===== config.mk =====
export PLATFORM = sky130hd
export DESIGN_NAME = uart_core
export DESIGN_NICKNAME = d
export VERILOG_FILES = /design/src/rtl/uart_pkg.sv /design/src/rtl/uart_tick_gen.sv /design/src/rtl/uart_core.sv
export SDC_FILE = /design/constraint.sdc
export NUM_CORES = 1
export LEC_CHECK = 0
export CAP_MARGIN = 20
export CORE_ASPECT_RATIO = 1.75
export CORE_UTILIZATION = 55
export DETAILED_ROUTE_END_ITERATION = 10
export PLACE_DENSITY = 0.79
export SLEW_MARGIN = 40
export SYNTH_ARGS = -nofsm -noshare
export SYNTH_HDL_FRONTEND = slang
export SYNTH_SLANG_ARGS = --single-unit
export TNS_END_PERCENT = 1

===== constraint.sdc =====
create_clock -name p_clk -period 3.9 [get_ports p_clk]
set_clock_uncertainty 0.2 [all_clocks]
set_input_delay 0.585 -clock p_clk [delete_from_list [all_inputs] [get_ports p_clk]]
set_output_delay 0.585 -clock p_clk [all_outputs]
set_load 0.02 [all_outputs]

===== src/rtl/uart_pkg.sv =====
// Shared UART types and constants: FSM state encodings and oversampling defaults.
package uart_pkg;

    localparam int DEF_OVERSAMPLE = 16;
    localparam int DEF_DATA_BITS  = 8;

    // Receiver re-samples the start bit this many ticks after the falling edge.
    function automatic int mid_bit(input int oversample);
        return oversample / 2;
    endfunction

    localparam int MID_BIT = mid_bit(DEF_OVERSAMPLE);

    typedef enum logic [1:0] {
        TX_IDLE,
        TX_START,
        TX_DATA,
        TX_STOP
    } tx_state_e;

    typedef enum logic [1:0] {
        RX_IDLE,
        RX_START,
        RX_DATA,
        RX_STOP
    } rx_state_e;

endpackage


===== src/rtl/uart_tick_gen.sv =====
// Programmable oversampling strobe: one registered tick every counts+1 enabled cycles.
module uart_tick_gen #(
    parameter int BITS = 10
) (
    input  logic            p_clk,
    input  logic            reset,
    input  logic [BITS-1:0] counts,
    input  logic            enable,
    output logic            tick
);

    logic [BITS-1:0] cnt_q, cnt_d;
    logic            tick_q, tick_d;

    always_comb begin
        cnt_d  = cnt_q + BITS'(1);
        tick_d = 1'b0;
        if (!enable) begin
            cnt_d = '0;
        end else if (cnt_q == counts) begin
            cnt_d  = '0;
            tick_d = 1'b1;
        end
    end

    always_ff @(posedge p_clk) begin
        if (reset) begin
            cnt_q  <= '0;
            tick_q <= 1'b0;
        end else begin
            cnt_q  <= cnt_d;
            tick_q <= tick_d;
        end
    end

    assign tick = tick_q;

endmodule


===== src/rtl/uart_core.sv =====
// 8N1 UART: shared baud tick generator, transmitter with holding register, and
// a receiver with a 2-flop synchronizer and mid-bit sampling.
module uart_core
    import uart_pkg::*;
#(
    parameter int BITS       = 10,
    parameter int DATA_BITS  = DEF_DATA_BITS,
    parameter int OVERSAMPLE = DEF_OVERSAMPLE
) (
    input  logic                 p_clk,
    input  logic                 reset,
    input  logic [BITS-1:0]      counts,
    input  logic                 enable,
    output logic                 tick,
    input  logic [DATA_BITS-1:0] tx_data,
    input  logic                 tx_dv,
    input  logic                 tx_start,
    output logic                 tx,
    output logic                 tx_done,
    input  logic                 rx,
    output logic [DATA_BITS-1:0] rx_data,
    output logic                 rx_done
);

    localparam int CW = $clog2(OVERSAMPLE);
    localparam int BW = $clog2(DATA_BITS);
    localparam logic [CW-1:0] LAST_TICK = CW'(OVERSAMPLE - 1);
    localparam logic [CW-1:0] MID_TICK  = CW'(mid_bit(OVERSAMPLE) - 1);
    localparam logic [BW-1:0] LAST_BIT  = BW'(DATA_BITS - 1);

    uart_tick_gen #(.BITS(BITS)) u_tick_gen (
        .p_clk  (p_clk),
        .reset  (reset),
        .counts (counts),
        .enable (enable),
        .tick   (tick)
    );

    tx_state_e            tx_state_q;
    logic [CW-1:0]        tx_cnt_q;
    logic [BW-1:0]        tx_bit_q;
    logic [DATA_BITS-1:0] tx_hold_q, tx_shift_q;
    logic                 tx_q, tx_done_q;

    always_ff @(posedge p_clk) begin
        if (reset) begin
            tx_hold_q <= '0;
        end else if (tx_dv) begin
            tx_hold_q <= tx_data;
        end
    end

    // tx_q always carries the level of the current bit; the shift register is
    // advanced only between data bits so shift[0] is the bit on the line.
    always_ff @(posedge p_clk) begin
        if (reset) begin
            tx_state_q <= TX_IDLE;
            tx_cnt_q   <= '0;
            tx_bit_q   <= '0;
            tx_shift_q <= '0;
            tx_q       <= 1'b1;
            tx_done_q  <= 1'b0;
        end else begin
            tx_done_q <= 1'b0;
            case (tx_state_q)
                TX_IDLE: begin
                    if (tx_start) begin
                        tx_shift_q <= tx_hold_q;
                        tx_q       <= 1'b0;
                        tx_cnt_q   <= '0;
                        tx_state_q <= TX_START;
                    end
                end
                TX_START: begin
                    if (tick) begin
                        if (tx_cnt_q == LAST_TICK) begin
                            tx_cnt_q   <= '0;
                            tx_bit_q   <= '0;
                            tx_q       <= tx_shift_q[0];
                            tx_state_q <= TX_DATA;
                        end else begin
                            tx_cnt_q <= tx_cnt_q + CW'(1);
                        end
                    end
                end
                TX_DATA: begin
                    if (tick) begin
                        if (tx_cnt_q == LAST_TICK) begin
                            tx_cnt_q <= '0;
                            if (tx_bit_q == LAST_BIT) begin
                                tx_q       <= 1'b1;
                                tx_state_q <= TX_STOP;
                            end else begin
                                tx_bit_q   <= tx_bit_q + BW'(1);
                                tx_shift_q <= tx_shift_q >> 1;
                                tx_q       <= tx_shift_q[1];
                            end
                        end else begin
                            tx_cnt_q <= tx_cnt_q + CW'(1);
                        end
                    end
                end
                TX_STOP: begin
                    if (tick) begin
                        if (tx_cnt_q == LAST_TICK) begin
                            tx_cnt_q   <= '0;
                            tx_done_q  <= 1'b1;
                            tx_state_q <= TX_IDLE;
                        end else begin
                            tx_cnt_q <= tx_cnt_q + CW'(1);
                        end
                    end
                end
                default: tx_state_q <= TX_IDLE;
            endcase
        end
    end

    assign tx      = tx_q;
    assign tx_done = tx_done_q;

    rx_state_e            rx_state_q;
    logic [CW-1:0]        rx_cnt_q;
    logic [BW-1:0]        rx_bit_q;
    logic [DATA_BITS-1:0] rx_shift_q, rx_data_q;
    logic                 rx_meta_q, rx_sync_q, rx_done_q;

    always_ff @(posedge p_clk) begin
        if (reset) begin
            rx_meta_q <= 1'b1;
            rx_sync_q <= 1'b1;
        end else begin
            rx_meta_q <= rx;
            rx_sync_q <= rx_meta_q;
        end
    end

    // After the start-bit check the tick count restarts, so every later sample
    // lands in the middle of its bit.
    always_ff @(posedge p_clk) begin
        if (reset) begin
            rx_state_q <= RX_IDLE;
            rx_cnt_q   <= '0;
            rx_bit_q   <= '0;
            rx_shift_q <= '0;
            rx_data_q  <= '0;
            rx_done_q  <= 1'b0;
        end else begin
            rx_done_q <= 1'b0;
            case (rx_state_q)
                RX_IDLE: begin
                    if (!rx_sync_q) begin
                        rx_cnt_q   <= '0;
                        rx_state_q <= RX_START;
                    end
                end
                RX_START: begin
                    if (tick) begin
                        if (rx_cnt_q == MID_TICK) begin
                            rx_cnt_q <= '0;
                            rx_bit_q <= '0;
                            rx_state_q <= rx_sync_q ? RX_IDLE : RX_DATA;
                        end else begin
                            rx_cnt_q <= rx_cnt_q + CW'(1);
                        end
                    end
                end
                RX_DATA: begin
                    if (tick) begin
                        if (rx_cnt_q == LAST_TICK) begin
                            rx_cnt_q   <= '0;
                            rx_shift_q <= {rx_sync_q, rx_shift_q[DATA_BITS-1:1]};
                            if (rx_bit_q == LAST_BIT) begin
                                rx_state_q <= RX_STOP;
                            end else begin
                                rx_bit_q <= rx_bit_q + BW'(1);
                            end
                        end else begin
                            rx_cnt_q <= rx_cnt_q + CW'(1);
                        end
                    end
                end
                RX_STOP: begin
                    if (tick) begin
                        if (rx_cnt_q == LAST_TICK) begin
                            rx_cnt_q <= '0;
                            if (rx_sync_q) begin
                                rx_data_q <= rx_shift_q;
                                rx_done_q <= 1'b1;
                            end
                            rx_state_q <= RX_IDLE;
                        end else begin
                            rx_cnt_q <= rx_cnt_q + CW'(1);
                        end
                    end
                end
                default: rx_state_q <= RX_IDLE;
            endcase
        end
    end

    assign rx_data = rx_data_q;
    assign rx_done = rx_done_q;

endmodule


==> impl_metrics.ini, run 1 <==
[status]
outcome = finished, final reports clean

[clocking]
root_buffer = clkbuf_8
clkLatencyLatePin_ns = 0.35
numCtsBuffers = 9
postCtsResizedCells = 0
cts_num_sinks = 66
cts_setup_buffers = 0
htree_levels = 3
cts_tree = built
clkTransAtPathRegs_ns = 0.07
cts_hold_buf = 0
clockBufferDepth = 2

[synthesis]
synthesis.nets = 362
yosysTopAreaCell = dfxtp_1
async_flop_share_pct = 0
synth_warnings = 0
synth-xor-area-share_pct = 5.35
ys_ff_latch = 66
synth_area_sq_um = 3110
synth_edf_count = 0
ys_top_cells_by_area = dfxtp_1 (42%), mux2i_1 (11%), nor2_1 (5.6%), ha_1 (4.8%), xnor2_1 (3.4%)
synth_cell_types = 55
yosysSeqAreaShare_pct = 42.5
synth_compound_area_share_pct = 11.1
syn-mean-instance-area_sq_um = 9.54
synth_ff_type = dfxtp_1
synthTopCellsByCount = dfxtp_1 (66), nor2_1 (46), mux2i_1 (34)
synth-simple-area-share_pct = 20.4
synthAdderAreaFrac_pct = 4.83
synth_top_family_by_area = simple AND/OR/NAND/NOR gates
yosysTopAreaCellShare_pct = 42.5
yosysMostFrequentCell = dfxtp_1
synth_cells = 326
synth_mux_area_share_pct = 11.7

[finish]
finalNetCount = 391
fin_cells = 434
drive_gt1_share_pct = 8.33
n_antenna_cell = 0
fill_cells = 437
design_area_sq_um = 3690
syn_to_final_growth_pct = 18.8

[detailed_routing]
drt-initial-drc-count = 124
route.final.wire_length_um = 5760
first_pass_iters = 4
wire_per_inst_um = 13.3
dr_total_vias = 2362
drtAntennaViolNets = 0
vias_per_cell = 5.44
drcViolationCount = 0

[timing]
hold_violations = 0
slew_viol_final = 0
fin_ws_ns = 1.36
finalCriticalPeriod_ns = 2.54
fmax_mhz = 394
maxSlewHeadroom_pct = 52.6
fin_crit_sh_pct = 65.2
tightest_slew_ns = 0.711
setup_violations = 0
rsz0062_at_grt = no
tns_ns = 0

[global_routing]
grt_pass1_wl_um = 9890
grt.overflow.total = 0
grt_pass1_vias = 2251
track_usage_pct = 21.6
grt_antenna_before_repair = 0
grt_max_degree = 41

[die]
core_sq_um = 5340
fp.dieH_um = 101
num_rows = 35
initial_core_util_pct = 58.2
die_area_sq_um = 5970
die_w_um = 58.8
pin_count = 36

[critical_path]
worstPathMaxFanout = 18
critical_path_required_ns = 3.96
rrSetupSlack_ns = 1.36
crit_type = reg2reg
worstReg2RegEnd = tx_shift_q[3]
r2r-start = tx_state_q[0]
crit_path_end_kind = flip-flop
reg2reg_depth = 6
arrival_ns = 2.60
critPathLaunchType = flip-flop

[place]
dp_hpwl_um = 4000
port_buffers = 35
dpl_cell_area_sq_um = 3470
placedCellCount = 418
gp_congestion = 0.793
pre_cts_ws_ns = 1.39

[power_and_ir_drop]
p_leak_nw = 1.41
ir_drop_v = 0.000350
power_density_nw_per_um2 = 486

[hold_path]
hold_depth = 1
hold_path.class = reg2reg
holdPathEnd = rx_sync_q
min_from = rx_meta_q

[job]
drv_cap = 0
## layer usage
layer | global-route usage [%] | part of all wire [%] | vias to the layer above
li1 | - | - | 1209
met1 | 23.4 | 42 | 1100
met2 | 38.0 | 53 | 38
met3 | 4.34 | 2.4 | 15
met4 | 12.1 | 2.8 | 0
met5 | 0 | 0 | -
## worst max path at each step
stage                             start       endpoint  slack [ns]  depth (start not counted)
final                     tx_state_q[0]  tx_shift_q[3]        1.36                          6
after global placement         tx_start  tx_shift_q[5]        1.52                          5
after floorplan           tx_state_q[0]             tx        1.97                          7
after CTS                 tx_state_q[0]  tx_shift_q[6]        1.37                          6
after detailed placement  tx_state_q[0]  tx_shift_q[5]        1.39                          6
after global routing      tx_state_q[0]  tx_shift_q[2]        1.11                          6
## state kept, by name (all words and copies together), names as in the netlist, named ones only
register,cells
tx_cnt_q,4
rx_cnt_q,4
u_tick_gen.cnt_q,10
rx_bit_q,3
tx,1
tx_hold_q,8
rx_done,1
rx_shift_q,8
u_tick_gen.tick,1
tx_bit_q,3
rx_data,8
rx_meta_q,1
tx_shift_q,8
tx_done,1
tx_state_q,2
rx_sync_q,1
rx_state_q,1
## cell type report
class	count	area, sq um	share of cell area (%)
multi-input combinational	233	1660	45.0
sequential	66	1320	35.8
timing repair buffer	38	368	9.96
clock buffer	9	124	3.35
clock inverter	7	101	2.74
tap	74	92.6	2.51
inverter	7	26.3	0.711
## kinds of logic after synthesis
family / Yosys count
fa+ha+maj: 12
simple gates: 118
compound gates: 48
flops: 66
mux: 36
buf+inv: 27
xor+xnor: 19
## metrics by stage
stage          hold WS [ns]  util (%)  total power, mW
6_report              0.205      69.1             1.80
5_1_grt               0.207      69.1             1.89
4_1_cts               0.203      69.1             1.81
3_5_place_dp          0.194      64.9             1.17
3_3_place_gp          0.193      64.9             1.15
2_1_floorplan         0.189         -             1.08
## report_power, final
group	internal (mW)	switching (mW)	total, mW
Clock	0.365	0.277	0.642
Sequential	0.725	0.0372	0.762
Combinational	0.174	0.218	0.392
Total	1.26	0.532	1.80
## cells in the final DEF (no fill, tap or decap), drive strengths merged, types with 2 or more instances in the layout
master / n
bufinv: 2
inv: 9
nor3b: 4
or4b: 3
mux2i: 34
and2: 3
nor2b: 3
nand2b: 6
clkdlybuf4s50: 34
nor2: 46
nand4b: 2
a31oi: 4
nand3: 7
ha: 12
nor3: 14
clkinvlp: 2
buf: 4
a21o: 2
a32oi: 2
nand2: 11
xnor2: 12
and3: 2
mux2: 2
xor2: 7
o21ai: 7
clkbuf: 9
dfxtp: 66
a21oi: 13
nand4: 5
or2: 3
a211oi: 10
nand3b: 2
and4: 2
## critical path: stages, from the launching register on
cell      delay [ns]
dfxtp_1         0.34
inv_1           0.12
ha_1            0.63
nand2b_1        0.29
o31ai_4         0.56
nor2_1          0.09
a211oi_1        0.22
Note: power is estimated with default switching activity, not from simulation.
==> run 2: changes to the inputs <==
==> constraint.sdc (replaced) <==
create_clock -name p_clk -period 2.6 [get_ports p_clk]
set_clock_uncertainty 0.2 [all_clocks]
set_input_delay 0.39 -clock p_clk [delete_from_list [all_inputs] [get_ports p_clk]]
set_output_delay 0.39 -clock p_clk [all_outputs]
set_load 0.02 [all_outputs]
==> run 2 against run 1 <==
  * First-iteration DRC count decreased by 27%
  * Routed wire length decreased by 2.9%
  * Clock-buffer cell count increased by 1
  * Register-to-register slack got worse by 0.89 ns
  * Worst hold slack improved by 0.0096 ns
  * Clock power increased by 19%
  * Largest power group unchanged
  * Highest routed layer unchanged
==> impl_metrics.ini, run 2 (synthesis gave the netlist of run 1 again) <==
[power_and_ir_drop]
p_seq_share_pct = 45.8
p_leak_nw = 1.40
power_density_nw_per_um2 = 681
ir_drop_v = 0.000531
clkPwrFrac_pct = 30.6
power_switching_uw = 769
switching_share_pct = 30.8
combPwrFrac_pct = 23.7
p_int_mw = 1.73

[critical_path]
cpPeakStageDelay_ns = 0.70
path_delay_family = buffers and inverters
worstPathMaxFanout = 14
crit_type = reg2out
r2r-start = tx_state_q[1]
worstReg2RegEnd = tx_shift_q[5]
worst-path-buf-inv = 1
critical_path_required_ns = 2.01
critPathLaunchType = flip-flop
reg2reg_depth = 6
arrival_ns = 1.69
cp_slowest_cell = clkdlybuf4s50_1
rrSetupSlack_ns = 0.47
crit_path_cell_trace = clkdlybuf4s50_1
crit_path_end_kind = primary output

[timing]
rsz0062_at_grt = no
maxSlewHeadroom_pct = 60.7
slew_viol_final = 0
fin_crit_sh_pct = 87.8
finalCriticalPeriod_ns = 2.28
setup_violations = 0
fmax_mhz = 438
tns_ns = 0
tightest_slew_ns = 0.590
hold_violations = 0

[hold_path]
holdPathEnd = rx_sync_q
min_from = rx_meta_q
hold_depth = 1
hold_path.class = reg2reg

[status]
outcome = finished, final reports clean

[finish]
design_area_sq_um = 3660
n_antenna_cell = 0
top_register = u_tick_gen.cnt_q
final_common_cell = dfxtp_1
drive_gt1_share_pct = 8.84
layout_common_cells = dfxtp_1 (66), nor2_1 (46), mux2i_1 (34), clkdlybuf4s50_1 (34), nor3_1 (14)
postLayoutCoreUtil_pct = 68.6
finalNetCount = 393
syn_to_final_growth_pct = 17.8
largest_reg_flops = 10
fill_cells = 462

[clocking]
cts_hold_buf = 0
postCtsResizedCells = 0
cts_tree = built
clkTransAtPathRegs_ns = 0.07
htree_levels = 3
cts_num_sinks = 66
numCtsBuffers = 9
root_buffer = clkbuf_8
clockBufferDepth = 2
clkLatencyLatePin_ns = 0.33
cts_setup_buffers = 0

[die]
initial_core_util_pct = 58.2
core_sq_um = 5340
die_area_sq_um = 5970
fp.dieH_um = 101
die_w_um = 58.8
num_rows = 35
pin_count = 36

[detailed_routing]
route.final.wire_length_um = 5590
drcViolationCount = 0
vias_per_cell = 5.48
wire_per_inst_um = 12.8
drtAntennaViolNets = 0
drt-initial-drc-count = 91
dr_total_vias = 2391
first_pass_iters = 5

[place]
dpl_cell_area_sq_um = 3480
port_buffers = 35
dp_hpwl_um = 4020
gp_congestion = 0.823

[global_routing]
grt_pass1_vias = 2263
grt_max_degree = 25
grt.overflow.total = 0
grt_antenna_before_repair = 0
grt_pass1_wl_um = 9600
track_usage_pct = 20.9

[job]
drv_cap = 0
[run 2: changes by cell type in the layout (fill, tap and decap cells not counted)]
cell,previous run,this run
buf_4,3,5
bufinv_16,2,0
clkinv_2,0,2
inv_6,2,0
clkbuf_8,9,10
clkinv_4,1,2
[run 2: worst register-to-register path, stage by stage (launching register included)]
cell and delay [ns]:
dfxtp_1 0.40, inv_1 0.10, ha_1 0.25, nor2b_2 0.23, o31ai_4 0.57, nor2_1 0.11
a211oi_2 0.20
[run 2: power groups by stage]
stage / Sequential (mW) / Combinational [mW] / Clock [mW]
finish: 1.14 / 0.590 / 0.763
global placement: 1.16 / 0.580 / 0
detailed placement: 1.16 / 0.590 / 0
global route: 1.15 / 0.653 / 0.837
floorplan: 1.16 / 0.460 / 0
CTS: 1.14 / 0.596 / 0.788
[run 2: worst max-delay path by stage]
stage | start | endpoint | slack, ns | cells past startpoint
floorplan | tx_state_q[0] | tx | 0.67 | 7
global placement | tx_start | tx_shift_q[5] | 0.44 | 5
detailed placement | tx_start | tx_shift_q[3] | 0.38 | 5
CTS | u_tick_gen.tick | tick | 0.29 | 1
global route | u_tick_gen.tick | tick | 0.23 | 1
finish | u_tick_gen.tick | tick | 0.32 | 1
[run 2: routing by layer]
layer / routed length [um] / vias up / GRT usage, %
met5: 0 / - / 0
met4: 91 / 0 / 9.89
met3: 150 / 8 / 5.24
met2: 2900 / 47 / 36.2
met1: 2450 / 1123 / 23.5
li1: - / 1213 / -
[run 2: area by class of cell]
class                      instances  area [sq um]  share of cell area [%]
clock buffer                      10           138                    3.76
timing repair buffer              40           383                    10.5
sequential                        66          1320                    36.1
multi-input combinational        233          1660                    45.3
clock inverter                     6          42.5                    1.16
tap                               74          92.6                    2.53
inverter                           7          26.3                   0.717
[run 2: stage by stage]
step | hold WS [ns] | cells | power (mW) | setup WS (ns)
after floorplan | 0.189 | 326 | 1.62 | 0.665
after global placement | 0.205 | 420 | 1.74 | 0.445
after detailed placement | 0.200 | 420 | 1.75 | 0.380
after CTS | 0.216 | 436 | 2.53 | 0.289
after global routing | 0.232 | 436 | 2.64 | 0.232
final | 0.215 | 436 | 2.49 | 0.318
